==> src/rtl/sort_pkg.sv <==
// Shared constants and helpers for the 4-input sorting path.
// The pad value is the element that always sorts to the minimum position.
package sort_pkg;

  localparam int NUM_ELEMS  = 4;
  localparam int CNT_WD     = 3;
  localparam int IDX_WD     = $clog2(NUM_ELEMS);
  localparam int NUM_SLOTS  = 2;
  localparam int PAD_MAX_WD = 64;

  // Most negative value for signed elements, zero otherwise; callers cast to their width.
  function automatic logic [PAD_MAX_WD-1:0] pad_value(input int unsigned wd, input bit is_signed);
    logic [PAD_MAX_WD-1:0] pad;
    pad = '0;
    if (is_signed && wd > 0) pad = PAD_MAX_WD'(1) << (wd - 1);
    return pad;
  endfunction

endpackage

==> src/rtl/sort_frame_slot.sv <==
// One frame buffer slot: four entries, full flag and element count.
// Draining returns every entry to PAD so a later short frame never shows stale data.
module sort_frame_slot
  import sort_pkg::*;
#(
  parameter int DATA_WD = 8,
  parameter int SIGNED  = 0
) (
  input  logic                              i_clk,
  input  logic                              i_rst,
  input  logic                              i_wr_en,
  input  logic [IDX_WD-1:0]                 i_wr_idx,
  input  logic [DATA_WD-1:0]                i_wr_data,
  input  logic                              i_close,
  input  logic [CNT_WD-1:0]                 i_close_count,
  input  logic                              i_drain,
  output logic [NUM_ELEMS-1:0][DATA_WD-1:0] o_entries,
  output logic                              o_full,
  output logic [CNT_WD-1:0]                 o_count
);

  localparam logic [DATA_WD-1:0] PAD = DATA_WD'(pad_value(DATA_WD, SIGNED != 0));

  logic [NUM_ELEMS-1:0][DATA_WD-1:0] entries_q, entries_d;
  logic                              full_q, full_d;
  logic [CNT_WD-1:0]                 count_q, count_d;

  // NOTE: every output of this block gets a default first, so no path leaves a value unassigned and no latch is inferred.
  always_comb begin
    entries_d = entries_q;
    full_d    = full_q;
    count_d   = count_q;
    if (i_drain) begin
      entries_d = {NUM_ELEMS{PAD}};
      full_d    = 1'b0;
      count_d   = '0;
    end
    // Write and drain never target the same slot, so their order here is irrelevant.
    if (i_wr_en) entries_d[i_wr_idx] = i_wr_data;
    if (i_close) begin
      full_d  = 1'b1;
      count_d = i_close_count;
    end
  end

  // NOTE: the entry array is reset (to PAD, not zero) because unused positions of a short frame are read as real pad values.
  always_ff @(posedge i_clk or posedge i_rst) begin
    if (i_rst) begin
      entries_q <= {NUM_ELEMS{PAD}};
      full_q    <= 1'b0;
      count_q   <= '0;
    end else begin
      // NOTE: clocked state uses non-blocking assignment so every flop samples pre-edge values.
      entries_q <= entries_d;
      full_q    <= full_d;
      count_q   <= count_d;
    end
  end

  assign o_entries = entries_q;
  assign o_full    = full_q;
  assign o_count   = count_q;

endmodule

==> src/rtl/sort_frame_gather.sv <==
// Packs a scalar valid/ready stream into 4-element frames through a ping-pong pair of slots.
// Outputs are a pure mux of registered slot state; no input-to-output combinational path.
module sort_frame_gather
  import sort_pkg::*;
#(
  parameter int DATA_WD = 8,
  parameter int SIGNED  = 0
) (
  input  logic                              i_clk,
  input  logic                              i_rst,
  input  logic [DATA_WD-1:0]                i_data,
  input  logic                              i_valid,
  input  logic                              i_last,
  output logic                              o_ready,
  output logic [NUM_ELEMS-1:0][DATA_WD-1:0] o_frame,
  output logic [CNT_WD-1:0]                 o_frame_count,
  output logic                              o_valid,
  input  logic                              i_ready
);

  logic [IDX_WD-1:0] cnt_q, cnt_d;
  logic              wr_sel_q, wr_sel_d;
  logic              rd_sel_q, rd_sel_d;

  logic [NUM_SLOTS-1:0]                              slot_full;
  logic [NUM_SLOTS-1:0]                              slot_wr_en;
  logic [NUM_SLOTS-1:0]                              slot_close;
  logic [NUM_SLOTS-1:0]                              slot_drain;
  logic [NUM_SLOTS-1:0][NUM_ELEMS-1:0][DATA_WD-1:0]  slot_entries;
  logic [NUM_SLOTS-1:0][CNT_WD-1:0]                  slot_count;

  logic              beat_acc;
  logic              frame_acc;
  logic              frame_close;
  logic [CNT_WD-1:0] close_count;

  assign o_ready       = !slot_full[wr_sel_q];
  assign o_valid       = slot_full[rd_sel_q];
  assign o_frame       = slot_entries[rd_sel_q];
  assign o_frame_count = slot_count[rd_sel_q];

  always_comb begin
    beat_acc    = i_valid && o_ready;
    frame_acc   = o_valid && i_ready;
    frame_close = beat_acc && (i_last || cnt_q == IDX_WD'(NUM_ELEMS - 1));
    close_count = CNT_WD'(cnt_q) + CNT_WD'(1);
    cnt_d       = cnt_q;
    wr_sel_d    = wr_sel_q;
    rd_sel_d    = rd_sel_q;
    slot_wr_en  = '0;
    slot_close  = '0;
    slot_drain  = '0;
    if (beat_acc) begin
      slot_wr_en[wr_sel_q] = 1'b1;
      if (frame_close) begin
        slot_close[wr_sel_q] = 1'b1;
        cnt_d                = '0;
        wr_sel_d             = !wr_sel_q;
      end else begin
        cnt_d = cnt_q + IDX_WD'(1);
      end
    end
    // The filling slot is never full, so a same-cycle drain always hits the other slot.
    if (frame_acc) begin
      slot_drain[rd_sel_q] = 1'b1;
      rd_sel_d             = !rd_sel_q;
    end
  end

  always_ff @(posedge i_clk or posedge i_rst) begin
    if (i_rst) begin
      cnt_q    <= '0;
      wr_sel_q <= 1'b0;
      rd_sel_q <= 1'b0;
    end else begin
      cnt_q    <= cnt_d;
      wr_sel_q <= wr_sel_d;
      rd_sel_q <= rd_sel_d;
    end
  end

  for (genvar s = 0; s < NUM_SLOTS; s++) begin : g_slot
    sort_frame_slot #(
      .DATA_WD (DATA_WD),
      .SIGNED  (SIGNED)
    ) u_slot (
      .i_clk         (i_clk),
      .i_rst         (i_rst),
      .i_wr_en       (slot_wr_en[s]),
      .i_wr_idx      (cnt_q),
      .i_wr_data     (i_data),
      .i_close       (slot_close[s]),
      .i_close_count (close_count),
      .i_drain       (slot_drain[s]),
      .o_entries     (slot_entries[s]),
      .o_full        (slot_full[s]),
      .o_count       (slot_count[s])
    );
  end

endmodule

==> config.mk <==
export PLATFORM = sky130hd
export DESIGN_NAME = sort_frame_gather
export DESIGN_NICKNAME = d
export VERILOG_FILES = /design/src/rtl/sort_pkg.sv /design/src/rtl/sort_frame_slot.sv /design/src/rtl/sort_frame_gather.sv
export SDC_FILE = /design/constraint.sdc
export NUM_CORES = 1
export LEC_CHECK = 0
export CORE_MARGIN = 3
export CORE_UTILIZATION = 40
export DETAILED_ROUTE_END_ITERATION = 10
export HOLD_SLACK_MARGIN = 0.15
export PLACE_DENSITY = 0.74
export SYNTH_ARGS = -nofsm -noshare
export SYNTH_HDL_FRONTEND = slang
export SYNTH_SLANG_ARGS = --single-unit
==> constraint.sdc <==
create_clock -name i_clk -period 2.8 [get_ports i_clk]
set_input_delay 0.56 -clock i_clk [delete_from_list [all_inputs] [get_ports i_clk]]
set_output_delay 0.56 -clock i_clk [all_outputs]
set_load 0.05 [all_outputs]
* Word level (Yosys, flattened, before mapping)
Index checks and enable logic that the tools add are counted.
** Word-level totals
- Register bits :: 76
- Input bits :: 13
- Output and inout port bits :: 37
** Cells by class
- Add/sub/neg operators :: 2
- $lt $le $gt $ge :: 6
- Equal/unequal tests :: 1
- Multiplexer cells :: 33
- Reductions and logical operators :: 13
** Operators with widths (number)
- $mux 32 :: 6
- $bwmux 32 :: 2
- $mux 3 :: 6
- $demux 8 s2 :: 1
- $mux 1 :: 10
- $mux 2 :: 5
- $mux 8 :: 1
- $logic_and 1x1->1 :: 6
- $lt 1x2->1 const B :: 2
- $reduce_bool 2->1 :: 2
- $add 2x1->3 const B :: 1
- $logic_not 1->1 :: 3
- $lt 2x3->1 const B :: 1
- $add 2x1->2 const B :: 1
- $demux 1 s1 :: 2
- $eq 2x2->1 const B :: 1
- $ge 1x1->1 const B :: 2
- $ge 2x1->1 const B :: 1
- $reduce_and 2->1 :: 1
- $logic_or 1x1->1 :: 1

* Depth between registers and ports, before layout
Gate-level depths: netlist (run 1).
- Depth in word-level cells :: 8
- Mapped depth :: 6
- Gate-level depth less buffers :: 5

* Modules after synthesis
Synthesis (run 1) repeated with hierarchy kept, for this count alone.
** Unflattened totals
- Cell total of the unflattened synthesis :: 293
- Area, all modules :: 3868.7 sq um
** Modules (own cells, without submodules)
- sort_frame_slot :: instances 2, cells each 114, area an instance 1596.5 sq um, seq. area each 900.9 sq um
- sort_frame_gather :: instances 1, cells each 65, area an instance 675.6 sq um, seq. area each 100.1 sq um

* Worst setup path after synthesis (run 1)
No wires, ideal clock.
- Path type :: flip-flop to output port
- Start :: reg wr_sel_q
- End :: out o_ready
- Data arrival time :: 1.200 ns
- Setup slack :: 1.040 ns
- Cell stages (with the launch flop) :: 3
- Path through :: dfrtp_1 > buf_2 > mux2i_2
** On the way
- Word-level cells in the longest chain between the ends :: 3
** RTL lines
- from (decl) :: line sort_frame_gather.sv:22 : logic wr_sel_q, wr_sel_d;
- from (signal assigned) :: line sort_frame_gather.sv:77 : wr_sel_q <= wr_sel_d;
- $mux 1 (implied by the code) (2 in a row) :: line sort_frame_gather.sv:37 : assign o_ready = !slot_full[wr_sel_q];
- $logic_not 1->1 :: line sort_frame_gather.sv:37
- to (decl) :: line sort_frame_gather.sv:14 : output logic o_ready,
No other way between the ends. The select of a mux whose other input is x is not followed.

* Final worst setup path (run 1)
Ends and elaborated chain as after synthesis.

==> impl_results.md, run 1 <==
- Average vias per placed instance: 5.864
- I/O pin cnt: 50
- Count of final max-slew check failures: 0
- Number of instances in the synthesized netlist: between 200 and 300
- Port-buffer cells: slightly below 50
- Number of buffer and inverter stages on the critical path: 1
- Total number of nets in the final design: 312
- Achievable frequency: about 0.44 GHz
- Flops & latches, synth: 76
- FFs w/ async S/R, synth: between 90% and 100%
- Cell count of the worst reg-to-reg path: 5
- Terminus of the critical flop-to-flop path: g_slot[1].u_slot.o_entries[18]$_DFF_PP0_
- Leakage dissipation: approximately 2.2 nW
- Post-synth top flop: sky130_fd_sc_hd__dfrtp_1
- Slack of the worst reg-to-reg path: around 1100 ps
- Maximum clock insertion buffer count: 2
- Post-CTS Setup Inserts: 0
- Run status: finished clean
- Count of hold-fix buffers inserted at cts: 0
- Antenna diode instance count: 0
- Syn Nets: roughly 270
- Share of synthesized area occupied by flip-flops and latches: around 55%
- TritonCTS clock tree: built
- Kind of launch point of the worst setup path: flip-flop
- Clk sinks: 76
- Tightest Pin Transition: between 500 and 600 ps
- Min Clock Period, post-route: 2288 ps
- Synth unique cells: 30
- Count of maximum capacitance violations: 0
- Slowest-stage cell, CP: sky130_fd_sc_hd__dfrtp_1
- Aggregate global-route resource usage: around 18%
- Area added between synthesis and finish: 31.41%
- Routability-driven placement congestion ratio: approximately 0.8
- Worst hold path cell count: 1
- Setup Crit Path Kind: flip-flop to output pin
- Startpoint of the lowest-slack register-to-register path: cnt_q[0]$_DFFE_PP0N_
- Cell Pwr Density: between 1000 and 1500 nW/um^2
- Final setup violation count: 0
- Required arrival time at the worst endpoint: roughly 2200 ps
- Global route overflow: 0
- Worst setup startpoint: wr_sel_q$_DFFE_PP0P_
- Maximum number of pins on one net before global-route repair: between 70 and 80
- Remaining number of nets flagged by the antenna check after routing: 0
- Proportion of power drawn by the clock network: about 14%
- Internal power consumption: between 3 and 4 mW
- Remaining design rule violation count: 0
- Skew-Pair Late Insertion Delay: between 300 and 400 ps
- First-pass iteration count of the detailed router: 4
- FP Rows: 33
- Max VDD drop: about 0.74 mV
- Half-perimeter wire length of the detailed placement result: roughly 5.3 mm
- Share of cells above drive strength 1: roughly a third
- Critical Path Sink Type: output pin
- Highest net fanout along the worst path: 12
- First DRT Iteration DRCs: between 150 and 200
- List of cells traversed by the critical path: mux2i_2 -> dlymetal6s2s_1
- Global-route wire length before repair: roughly 13 mm
- Average instance area after synthesis: 13.50 sq um
- Worst slew margin relative to its limit: 66.35%
- Clock slew seen by the registers of the worst setup and hold paths: approximately 70 ps
- Switching Share: roughly two fifths
- Cell family with the largest share of critical-path delay: flip-flops
- Wire length reported by the detailed router: approximately 8.1 mm
- Final routed wire length divided by cell count: between 20 and 25 microns
- Path class of the lowest-slack min-delay path: flip-flop to flip-flop
- Yosys synthesis warning count: 0
- Number of antenna violations at the first check in global routing: 0
- Detailed-route via count: about 2400
- Post-Synthesis Cell Area: 3470 sq um
- Fin. Hold Viols: 0
- Deepest level of the CTS H-tree: 3
- Data arrival, critical path: 1730 ps
- Accumulated negative setup slack: 0 ps
- Die ar.: 9828 sq um
- Setup skew after layout: 6.617 ps
- Sequential Power Share: 29.0%
- Die span in x: slightly below 100 microns
- Capture point of the worst path: o_ready
- EDFF count, synth: 0
- Commonest non-fill, non-tap cells in the layout: 76 x sky130_fd_sc_hd__dfrtp_1, 64 x sky130_fd_sc_hd__a22o_1, 37 x sky130_fd_sc_hd__buf_12
- Area inside the core boundary: around 8300 sq um
- Via count of the first global-routing pass: roughly 2500
- Root buffer selected by CTS: sky130_fd_sc_hd__clkbuf_8
- Initial standard-cell utilization of the core: between 40% and 50%
- Combinational power share: between 50% and 60%
- Delay of the slowest cell on the worst path: between 500 and 600 ps
- Inserted Clock Buffers: 9
- Most frequent standard cell in the layout excluding fill and tap cells: sky130_fd_sc_hd__dfrtp_1
- Number of gates resized after CTS: 0
- Vertical die dimension: roughly 99 microns
- Minimum hold slack: 498.8 ps
- Logic depth of the worst setup path including buffers: 2
- Switching power summed over all nets: 2.577 mW
- Unrepaired setup endpoints after global routing: false
- Final critical-path share of the clock period: 81.70%
## sequential cells by signal (all words and copies together) (netlist names)
register	flops
g_slot.u_slot.o_entries	64
g_slot.u_slot.o_count	6
cnt_q	2
g_slot.u_slot.o_full	2
rd_sel_q	1
wr_sel_q	1
## power by group through the flow
| stage | logic (mW) | registers [mW] | clock network, mW |
|---|---|---|---|
| detailed placement | 3.61 | 1.85 | 0 |
| global placement | 3.57 | 1.82 | 0 |
| floorplan | 2.23 | 1.72 | 0 |
| global route | 3.76 | 1.91 | 0.968 |
| finish | 3.60 | 1.84 | 0.910 |
| CTS | 3.63 | 1.84 | 0.928 |
## synth_stat cells (2+ instances only)
master | number | area, sq um
sky130_fd_sc_hd__dfrtp_1 | 76 | 1902
sky130_fd_sc_hd__a22o_1 | 64 | 560.5
sky130_fd_sc_hd__mux2_2 | 36 | 405.4
sky130_fd_sc_hd__buf_2 | 12 | 60.06
sky130_fd_sc_hd__nand2_1 | 10 | 37.54
sky130_fd_sc_hd__buf_1 | 8 | 30.03
sky130_fd_sc_hd__nor2_4 | 8 | 90.09
sky130_fd_sc_hd__and4b_1 | 4 | 40.04
sky130_fd_sc_hd__buf_6 | 4 | 45.04
sky130_fd_sc_hd__ha_1 | 4 | 50.05
sky130_fd_sc_hd__inv_1 | 4 | 15.01
sky130_fd_sc_hd__mux2i_1 | 4 | 40.04
sky130_fd_sc_hd__and4bb_1 | 3 | 37.54
sky130_fd_sc_hd__a21oi_1 | 2 | 10.01
sky130_fd_sc_hd__nand3_1 | 2 | 10.01
sky130_fd_sc_hd__o21bai_1 | 2 | 15.01
## stage by stage
| stage | total power [mW] | util [%] | setup WS, ps | std cells | instance area (sq um) |
|---|---|---|---|---|---|
| floorplan | 3.952 | - | 301.7 | 257 | 3470 |
| global placement | 5.396 | 52.34 | 564.0 | 389 | 4344 |
| detailed placement | 5.463 | 52.34 | 510.3 | 389 | 4344 |
| CTS | 6.397 | 54.91 | 84.41 | 404 | 4557 |
| global route | 6.640 | 54.94 | 391.9 | 404 | 4559 |
| finish | 6.353 | 54.94 | 512.5 | 404 | 4559 |
## cell type report
cell class	count	area, sq um
clock buffer	9	123.9
tap	105	131.4
multi-input combinational	152	1410
fill	675	3740
clock inverter	6	88.84
sequential	76	1902
inverter	4	15.01
timing repair buffer	52	888.4
## kinds of logic (layout without fill, tap and decap cells)
logic type | after synthesis | in the layout | share of synthesized area (%)
fa+ha+maj | 4 | 4 | 1.443
compound gates | 73 | 73 | 18.07
buf+inv | 29 | 71 | 4.544
simple gates | 34 | 34 | 7.898
mux | 41 | 41 | 13.23
flops | 76 | 76 | 54.81
## worst min-delay path by stage
stage | from | to | slack [ps]
after floorplan | g_slot[1].u_slot.o_entries[0]$_DFF_PP0_ | g_slot[1].u_slot.o_entries[0]$_DFF_PP0_ | 460
after global placement | g_slot[1].u_slot.o_entries[16]$_DFF_PP0_ | g_slot[1].u_slot.o_entries[16]$_DFF_PP0_ | 480
after detailed placement | g_slot[1].u_slot.o_entries[19]$_DFF_PP0_ | g_slot[1].u_slot.o_entries[19]$_DFF_PP0_ | 480
after CTS | g_slot[1].u_slot.o_entries[3]$_DFF_PP0_ | g_slot[1].u_slot.o_entries[3]$_DFF_PP0_ | 500
after global routing | g_slot[1].u_slot.o_entries[16]$_DFF_PP0_ | g_slot[1].u_slot.o_entries[16]$_DFF_PP0_ | 510
final | g_slot[0].u_slot.o_entries[3]$_DFF_PP0_ | g_slot[0].u_slot.o_entries[3]$_DFF_PP0_ | 500
## layer usage
layer  part of all wire (%)  track usage, %  wire length (microns)  up-vias
met4                    1.4           4.412                    115        0
met5                      0               0                      0        -
li1                       -               -                      -     1041
met3                    5.8           5.400                    468       12
met1                     46           25.74                   3702     1213
met2                     47           25.41                   3819      103
Power figures use the tool's default switching activity.
==> inputs of run 2 (changes only) <==
--- a/config.mk
+++ b/config.mk
@@ -9,7 +9,7 @@
 export CORE_UTILIZATION = 40
 export DETAILED_ROUTE_END_ITERATION = 10
 export HOLD_SLACK_MARGIN = 0.15
-export PLACE_DENSITY = 0.74
+export PLACE_DENSITY = 0.76
 export SYNTH_ARGS = -nofsm -noshare
 export SYNTH_HDL_FRONTEND = slang
 export SYNTH_SLANG_ARGS = --single-unit
==> constraint.sdc (replaced) <==
create_clock -name i_clk -period 2.1 [get_ports i_clk]
set_input_delay 0.42 -clock i_clk [delete_from_list [all_inputs] [get_ports i_clk]]
set_output_delay 0.42 -clock i_clk [all_outputs]
set_load 0.05 [all_outputs]
==> impl_results.md, run 2 (synthesized netlist as in run 1, its figures left out) <==
- Run status: finished clean
- Cell count of the worst reg-to-reg path: 5
- Final routed wire length divided by cell count: around 20 microns
- TritonCTS clock tree: built
- Accumulated negative setup slack: 0 ps
- Worst slew margin relative to its limit: 68.77%
- Highest net fanout along the worst path: 17
- First-pass iteration count of the detailed router: 4
- Worst setup slack after layout: between 100 and 150 ps
- Capture point of the worst path: o_frame[17]
- Leakage dissipation: about 2.2 nW
- Average vias per placed instance: 5.713
- Half-perimeter wire length of the detailed placement result: 5.413 mm
- Count of final max-slew check failures: 0
- Routability-driven placement congestion ratio: roughly 0.8
- Port-buffer cells: 49
- Data arrival, critical path: 1560 ps
- FP Rows: 33
- Maximum number of pins on one net before global-route repair: between 70 and 80
- Global route overflow: 0
- Post-CTS Setup Inserts: 0
- Antenna diode instance count: 0
- Inserted Clock Buffers: 9
- Detailed-route via count: around 2400
- Maximum clock insertion buffer count: 2
- Worst setup startpoint: rd_sel_q$_DFFE_PP0N_
- Final setup violation count: 0
- Count of maximum capacitance violations: 0
- Critical Path Sink Type: output pin
- Clock slew seen by the registers of the worst setup and hold paths: approximately 80 ps
- Setup skew after layout: 12.02 ps
- Total number of nets in the final design: 322
- Die ar.: 9828 sq um
- Max VDD drop: 1.097 mV
- Wire length reported by the detailed router: 8.123 mm
- Cell Pwr Density: 1841 nW/um^2
- Total of fill cells in the finished design: 670
- Vertical die dimension: 99.14 microns
- Startpoint of the lowest-slack register-to-register path: cnt_q[0]$_DFFE_PP0N_
- Slack of the worst reg-to-reg path: roughly 500 ps
- Number of antenna violations at the first check in global routing: 0
- Area of combinational cells with multiple inputs: 1410 sq um
- Initial standard-cell utilization of the core: about two fifths
- Count of hold-fix buffers inserted at cts: 0
- Unrepaired setup endpoints after global routing: false
- Sequential standard cell area: ~1900 sq um
- Minimum hold slack: about 500 ps
- Deepest level of the CTS H-tree: 3
- Setup Crit Path Kind: flip-flop to output pin
- Achievable frequency: roughly 0.50 GHz
- Via count of the first global-routing pass: ~2500
- I/O pin cnt: 50
- Area added between synthesis and finish: 34.22%
- Share of cells above drive strength 1: between 30% and 40%
- Final critical-path share of the clock period: 94.37%
- Die span in x: approximately 100 microns
- Area inside the core boundary: 8299 sq um
- Fin. Hold Viols: 0
- Setup WS pre-CTS: 96.07 ps
- Required arrival time at the worst endpoint: around 1700 ps
- Commonest non-fill, non-tap cells in the layout: 76 x sky130_fd_sc_hd__dfrtp_1, 64 x sky130_fd_sc_hd__a22o_1, 38 x sky130_fd_sc_hd__buf_12
- Kind of launch point of the worst setup path: flip-flop
- Skew-Pair Late Insertion Delay: approximately 350 ps
- First DRT Iteration DRCs: around 130
- Min Clock Period, post-route: 1982 ps
- Remaining number of nets flagged by the antenna check after routing: 0
- Remaining design rule violation count: 0
- Terminus of the critical flop-to-flop path: g_slot[0].u_slot.o_entries[19]$_DFF_PP0_
- Aggregate global-route resource usage: between 10% and 20%
- Most frequent standard cell in the layout excluding fill and tap cells: sky130_fd_sc_hd__dfrtp_1
- Tightest Pin Transition: approximately 470 ps
- Number of gates resized after CTS: 0
- Global-route wire length before repair: approximately 13 mm
- Path class of the lowest-slack min-delay path: flip-flop to flip-flop
- Root buffer selected by CTS: sky130_fd_sc_hd__clkbuf_8
- Number of flip-flops under the largest register name: 64
- Clk sinks: 76
- Total design power: about 8.6 mW
## run 2: cell types whose count changed in the layout (fill, tap and decap cells not counted)
cell and delta:
sky130_fd_sc_hd__buf_6 +1, sky130_fd_sc_hd__clkinvlp_4 -1, sky130_fd_sc_hd__inv_6 +1, sky130_fd_sc_hd__buf_4 +9, sky130_fd_sc_hd__dlymetal6s2s_1 -1, sky130_fd_sc_hd__buf_12 +1
sky130_fd_sc_hd__inv_2 -1, sky130_fd_sc_hd__clkinv_2 +1, sky130_fd_sc_hd__clkinv_4 +1
## run 2: worst min path at each step
stage / start / endpoint / slack, ps / depth (start not counted)
detailed placement: g_slot[1].u_slot.o_entries[7]$_DFF_PP0_ / g_slot[1].u_slot.o_entries[7]$_DFF_PP0_ / 480 / 1
floorplan: g_slot[1].u_slot.o_entries[0]$_DFF_PP0_ / g_slot[1].u_slot.o_entries[0]$_DFF_PP0_ / 460 / 1
global placement: g_slot[1].u_slot.o_entries[16]$_DFF_PP0_ / g_slot[1].u_slot.o_entries[16]$_DFF_PP0_ / 480 / 1
global route: g_slot[1].u_slot.o_entries[18]$_DFF_PP0_ / g_slot[1].u_slot.o_entries[18]$_DFF_PP0_ / 510 / 1
finish: g_slot[1].u_slot.o_entries[11]$_DFF_PP0_ / g_slot[1].u_slot.o_entries[11]$_DFF_PP0_ / 500 / 1
CTS: g_slot[1].u_slot.o_entries[11]$_DFF_PP0_ / g_slot[1].u_slot.o_entries[11]$_DFF_PP0_ / 500 / 1
## run 2: cell type report
type / instances / area share, %
timing repair buffer: 62 / 20.93
clock inverter: 7 / 2.069
inverter: 4 / 0.4030
sequential: 76 / 40.84
tap: 105 / 2.821
multi-input combinational: 152 / 30.28
clock buffer: 9 / 2.660
## run 2: routing by layer
layer	GRT usage [%]	routed length, microns
met2	24.95	3743
met4	6.197	206
met3	5.610	457
met1	24.45	3717
met5	0	0
## run 2: power breakdown
part           internal (mW)  switching (mW)  total (mW)
Sequential              2.05           0.404        2.46
Clock                  0.675           0.560        1.24
Combinational           2.38            2.50        4.88
## run 2: stage by stage
stage	std cells	instance area, sq um	util [%]
finish	415	4657	56.11
global route	415	4657	56.11
CTS	415	4653	56.07
detailed placement	399	4433	53.41
global placement	399	4433	53.41
floorplan	257	3473	-
## run 2: critical path, cell delays in order (launching register included)
cell and delay (ps):
sky130_fd_sc_hd__dfrtp_1 370, sky130_fd_sc_hd__buf_4 270, sky130_fd_sc_hd__mux2_2 410, sky130_fd_sc_hd__buf_12 160
==> RTL change 1 (settings of run 1) <==
`NUM_SLOTS`: 2 -> 1.
--- a/src/rtl/sort_pkg.sv
+++ b/src/rtl/sort_pkg.sv
@@ -5,7 +5,7 @@
   localparam int NUM_ELEMS  = 4;
   localparam int CNT_WD     = 3;
   localparam int IDX_WD     = $clog2(NUM_ELEMS);
-  localparam int NUM_SLOTS  = 2;
+  localparam int NUM_SLOTS  = 1;
   localparam int PAD_MAX_WD = 64;
 
   // Most negative value for signed elements, zero otherwise; callers cast to their width.
Formal check against the unedited RTL: not equivalent (Yosys sat finds a counterexample within 4 cycles, from zero or initial values and one cycle with i_rst high).
==> RTL change 1 against run 1 <==
- sequential cell count fell by 36
- cell area fell by 50%
- power fell by 56%
- via count fell by 49%
- critical path depth fell by 1
- synthesized area fell by 51%
- critical endpoint is now o_valid
- synthesized cell count fell by 55%
- sequential share of layout area rose by 2.4 points
- highest routed layer unchanged
- first-iteration DRC count fell by 50%
- routed wire length fell by 51%
- setup slack improved by 0.044 ns
==> RTL change 1: results (changes against run 1) <==
Status
  – Run status: finished, final reports clean

Clocking
  – TritonCTS buffer count: 5 (-4)
  – CTS H-tree lvls: 2 (-1)
  – Latest clock arrival within the worst-skew pair: 0.29 ns (-0.06 ns)

Critical path
  – Cell class contributing the biggest share of worst-path delay: buffers and inverters
  – Worst R2R End: g_slot[0].u_slot.o_entries[30]
  – Signal arrival time at the worst endpoint: 1.68 ns (-0.05 ns)
  – Maximum net fanout on the critical path: 11 (-1)
  – Worst r2r path cells: 4 (-1)
  – Longest individual stage delay on the worst path: 0.87 ns (+0.33 ns)
  – Slowest stage cell on the critical path: sky130_fd_sc_hd__clkdlybuf4s50_1

Cells and area
  – Count of placed standard cells in the final layout, fillers left out: 215 (-47%)
  – Clock tree cell share of total cell area: 3.422% (-1.2 points)
  – Clock buf count: 6 (-3)
  – Layout overhead on the synthesized area: 34.32%
  – Number of flip-flops under the largest register name: 32 (-50%)
  – Multi-input gate area: 611.8 µm² (-57%)
  – Non-clock buffering overhead in the final layout: 21.96% (+2.5 points)
  – Non-clock buffers: 50 (-3.8%)

Route
  – Iteration-0 DRC Markers: 78 (-50%)
  – Met2 wire length: 1848 µm (-52%)
  – Met1 wire length: 1766 µm (-52%)
  – Drt via density: 5.656 (-3.5%)

Synth
  – Cells taking the most area after synthesis: sky130_fd_sc_hd__dfrtp_1 59%, sky130_fd_sc_hd__a22o_1 17%, sky130_fd_sc_hd__nor2_8 4.7%
  – Top cells by count, synth: 40 x sky130_fd_sc_hd__dfrtp_1, 32 x sky130_fd_sc_hd__a22o_1, 6 x sky130_fd_sc_hd__nand2_1
  – Synth cell types: 21 (-30%)
  – Post-synthesis average cell area: 14.68 µm² (+8.7%)
  – Part of the Yosys area used for sequential elements: 59.30% (+4.5 points)

Global route
  – Vias in the first global route: 1180 (-52%)
  – First-pass GRT wire length: 6561 µm (-51%)
  – Gr usage total: 17.06% (-0.47 points)
  – Maximum number of pins on one net before global-route repair: 41 (-47%)

Place
  – Worst setup timing slack at the placement stage: 0.6034 ns (+0.09314 ns)
  – Placer congestion estimate: 0.7163 (-11%)
  – Placed insts: 208 (-47%)

Power and ir drop
  – Highest ir drop seen on vdd: 0.6165 mV (-16%)

Timing
  – Actual transition at the worst max-transition pin: 0.6064 ns (+0.1024 ns)
RTL change 1: power by group:
part           switching [µW]  internal [µW]  total, µW
Sequential                168            777        945
Clock                     187            169        356
Combinational             953            556       1510
Total                    1310           1500       2810
RTL change 1: stage by stage:
step	util (%)	hold slack (ns)
2_1_floorplan	-	0.4508
5_1_grt	58.83	0.5081
3_5_place_dp	56.82	0.4867
4_1_cts	58.83	0.4978
6_report	58.83	0.4991
3_3_place_gp	56.82	0.4700
RTL change 1: routing by layer:
layer	GRT usage, %	vias up
li1	-	530
met5	0	-
met4	6.472	0
met2	25.75	63
met3	5.682	4
met1	22.85	619
RTL change 1: cells by family (layout without fill, tap and decap cells):
logic type | after synthesis | count (layout) | share of synthesized area (%)
AND/OR/NAND/NOR | 21 | 21 | 12.97
adder cells (fa/ha/maj) | 4 | 4 | 2.965
buffers and inverters | 10 | 62 | 4.448
AO/OA/AOI/OAI | 37 | 37 | 18.61
multiplexers | 2 | 2 | 1.186
flip-flops | 40 | 40 | 59.30
XOR/XNOR | 1 | 1 | 0.5190
RTL change 1: how the worst max path moves through the flow:
| stage | startpoint | to | slack, ns | cells past startpoint |
|---|---|---|---|---|
| 6_report | g_slot[0].u_slot.o_full | o_valid | 0.56 | 1 |
| 2_1_floorplan | g_slot[0].u_slot.o_full | o_ready | 1.16 | 2 |
| 5_1_grt | g_slot[0].u_slot.o_full | o_ready | 0.49 | 2 |
| 3_3_place_gp | i_valid | g_slot[0].u_slot.o_entries[31] | 0.62 | 4 |
| 4_1_cts | g_slot[0].u_slot.o_full | o_valid | 0.55 | 1 |
| 3_5_place_dp | i_valid | g_slot[0].u_slot.o_entries[30] | 0.60 | 4 |
==> RTL change 2 (config.mk and constraints of run 1) <==
Without the edit above. Put a register stage on the output `o_frame_count`, with the module's reset. The value now appears one clock later. The other outputs are not delayed to match.
--- a/src/rtl/sort_frame_gather.sv
+++ b/src/rtl/sort_frame_gather.sv
@@ -37,7 +37,13 @@
   assign o_ready       = !slot_full[wr_sel_q];
   assign o_valid       = slot_full[rd_sel_q];
   assign o_frame       = slot_entries[rd_sel_q];
-  assign o_frame_count = slot_count[rd_sel_q];
+  always_ff @(posedge i_clk or posedge i_rst) begin
+    if (i_rst) begin
+      o_frame_count <= '0;
+    end else begin
+      o_frame_count <= slot_count[rd_sel_q];
+    end
+  end
 
   always_comb begin
     beat_acc    = i_valid && o_ready;
Formal check against the unedited RTL: not equivalent (Yosys sat finds a counterexample within 4 cycles, from zero or initial values and one cycle with i_rst high).
==> RTL change 2 against run 1 <==
- clock skew increased by 0.0057 ns
- global-route usage fell by 0.66 points
- cell area rose by 1.8%
- sequential cell count grew 3
- power increased by 0.92%
- synthesized cell count up 1.2%
- setup slack got worse by 0.37 ns
- utilization grew 0.14 points
- combinational power decreased by 3%
- synthesized area rose by 2.2%
- sequential share of layout area is 0.90 points higher
- non-clock buffer count increased by 1
- routed wire length rose by 0.49%
- critical endpoint unchanged
- largest cell class unchanged
- largest power group unchanged
==> RTL change 2: results (changes against run 1) <==
Status
  – Run status: finished, final reports clean

Global route
  – Gr usage total: 16.87% (-0.66 points)
  – First-pass GRT wire length: 13100 µm (-2.4%)

Route
  – Met1 wire length: 3761 µm (+1.6%)
  – Met2 wire length: 3846 µm (+0.71%)
  – Iteration-0 DRC Markers: 110 (-29%)
  – Via count: 2326 (-1.8%)
  – Length of routed met3 wiring: 459 µm (-1.9%)

Cells and area
  – Fraction of area in registers: 42.61% (+0.90 points)
  – Final net count: 316 (+1.3%)
  – Number of fill cells: 695 (+3.0%)
  – Clock buf count: 10 (+1)
  – Multi-input gate share of total cell area: 30.39% (-0.53 points)

Critical path
  – Signal arrival time at the worst endpoint: 2.09 ns (+0.36 ns)
  – Worst R2R End: g_slot[0].u_slot.o_entries[21]

Power and ir drop
  – Highest ir drop seen on vdd: 0.6996 mV (-5.2%)
  – Post-layout power: 6411 µW (+0.92%)
  – Psw: 2539 µW (-1.5%)

Place
  – Placer congestion estimate: 0.7779 (-3.3%)
  – Worst setup timing slack at the placement stage: 0.5184 ns (+0.008052 ns)
  – Detailed-placement wirelength estimate: 5413 µm (+2.9%)
  – Placed insts: 393 (+1.0%)
  – Placed cell area: 4397 µm² (+1.2%)

Timing
  – Worst Hold Slack: 0.4998 ns (+0.001008 ns)
  – Max Clock Skew: 0.01230 ns (+0.005684 ns)

Synth
  – Top cells by count, synth: 79 x sky130_fd_sc_hd__dfrtp_1, 64 x sky130_fd_sc_hd__a22o_1, 36 x sky130_fd_sc_hd__mux2_2
  – Syn nets: 277 (+1.1%)
  – Part of the Yosys area used for sequential elements: 55.77% (+0.96 points)

Worst hold path
  – HP Start: g_slot[1].u_slot.o_entries[2]
[RTL change 2: changes by cell type in the layout (fill, tap and decap cells not counted), sizes merged]
cell / run 1 / this run
clkdlybuf4s50: 12 / 16
dfrtp: 76 / 79
buf: 39 / 37
bufinv: 2 / 3
clkbuf: 9 / 10
clkinv: 1 / 0
clkinvlp: 2 / 1
dlymetal6s2s: 1 / 0
inv: 5 / 6
[RTL change 2: cells by family (layout without fill, tap and decap cells)]
logic type               Yosys count  in the layout  share of synthesized area, %
AO/OA/AOI/OAI                     73             73                         17.68
AND/OR/NAND/NOR                   34             34                         7.731
multiplexers                      41             41                         12.95
adder cells (fa/ha/maj)            4              4                         1.412
flip-flops                        79             79                         55.77
buffers and inverters             29             73                         4.448
[RTL change 2: per-layer routing]
metal,vias to the layer above,track usage [%]
met2,58,26.45
met1,1214,23.41
met4,0,3.523
met3,7,5.003
li1,1047,-
met5,-,0
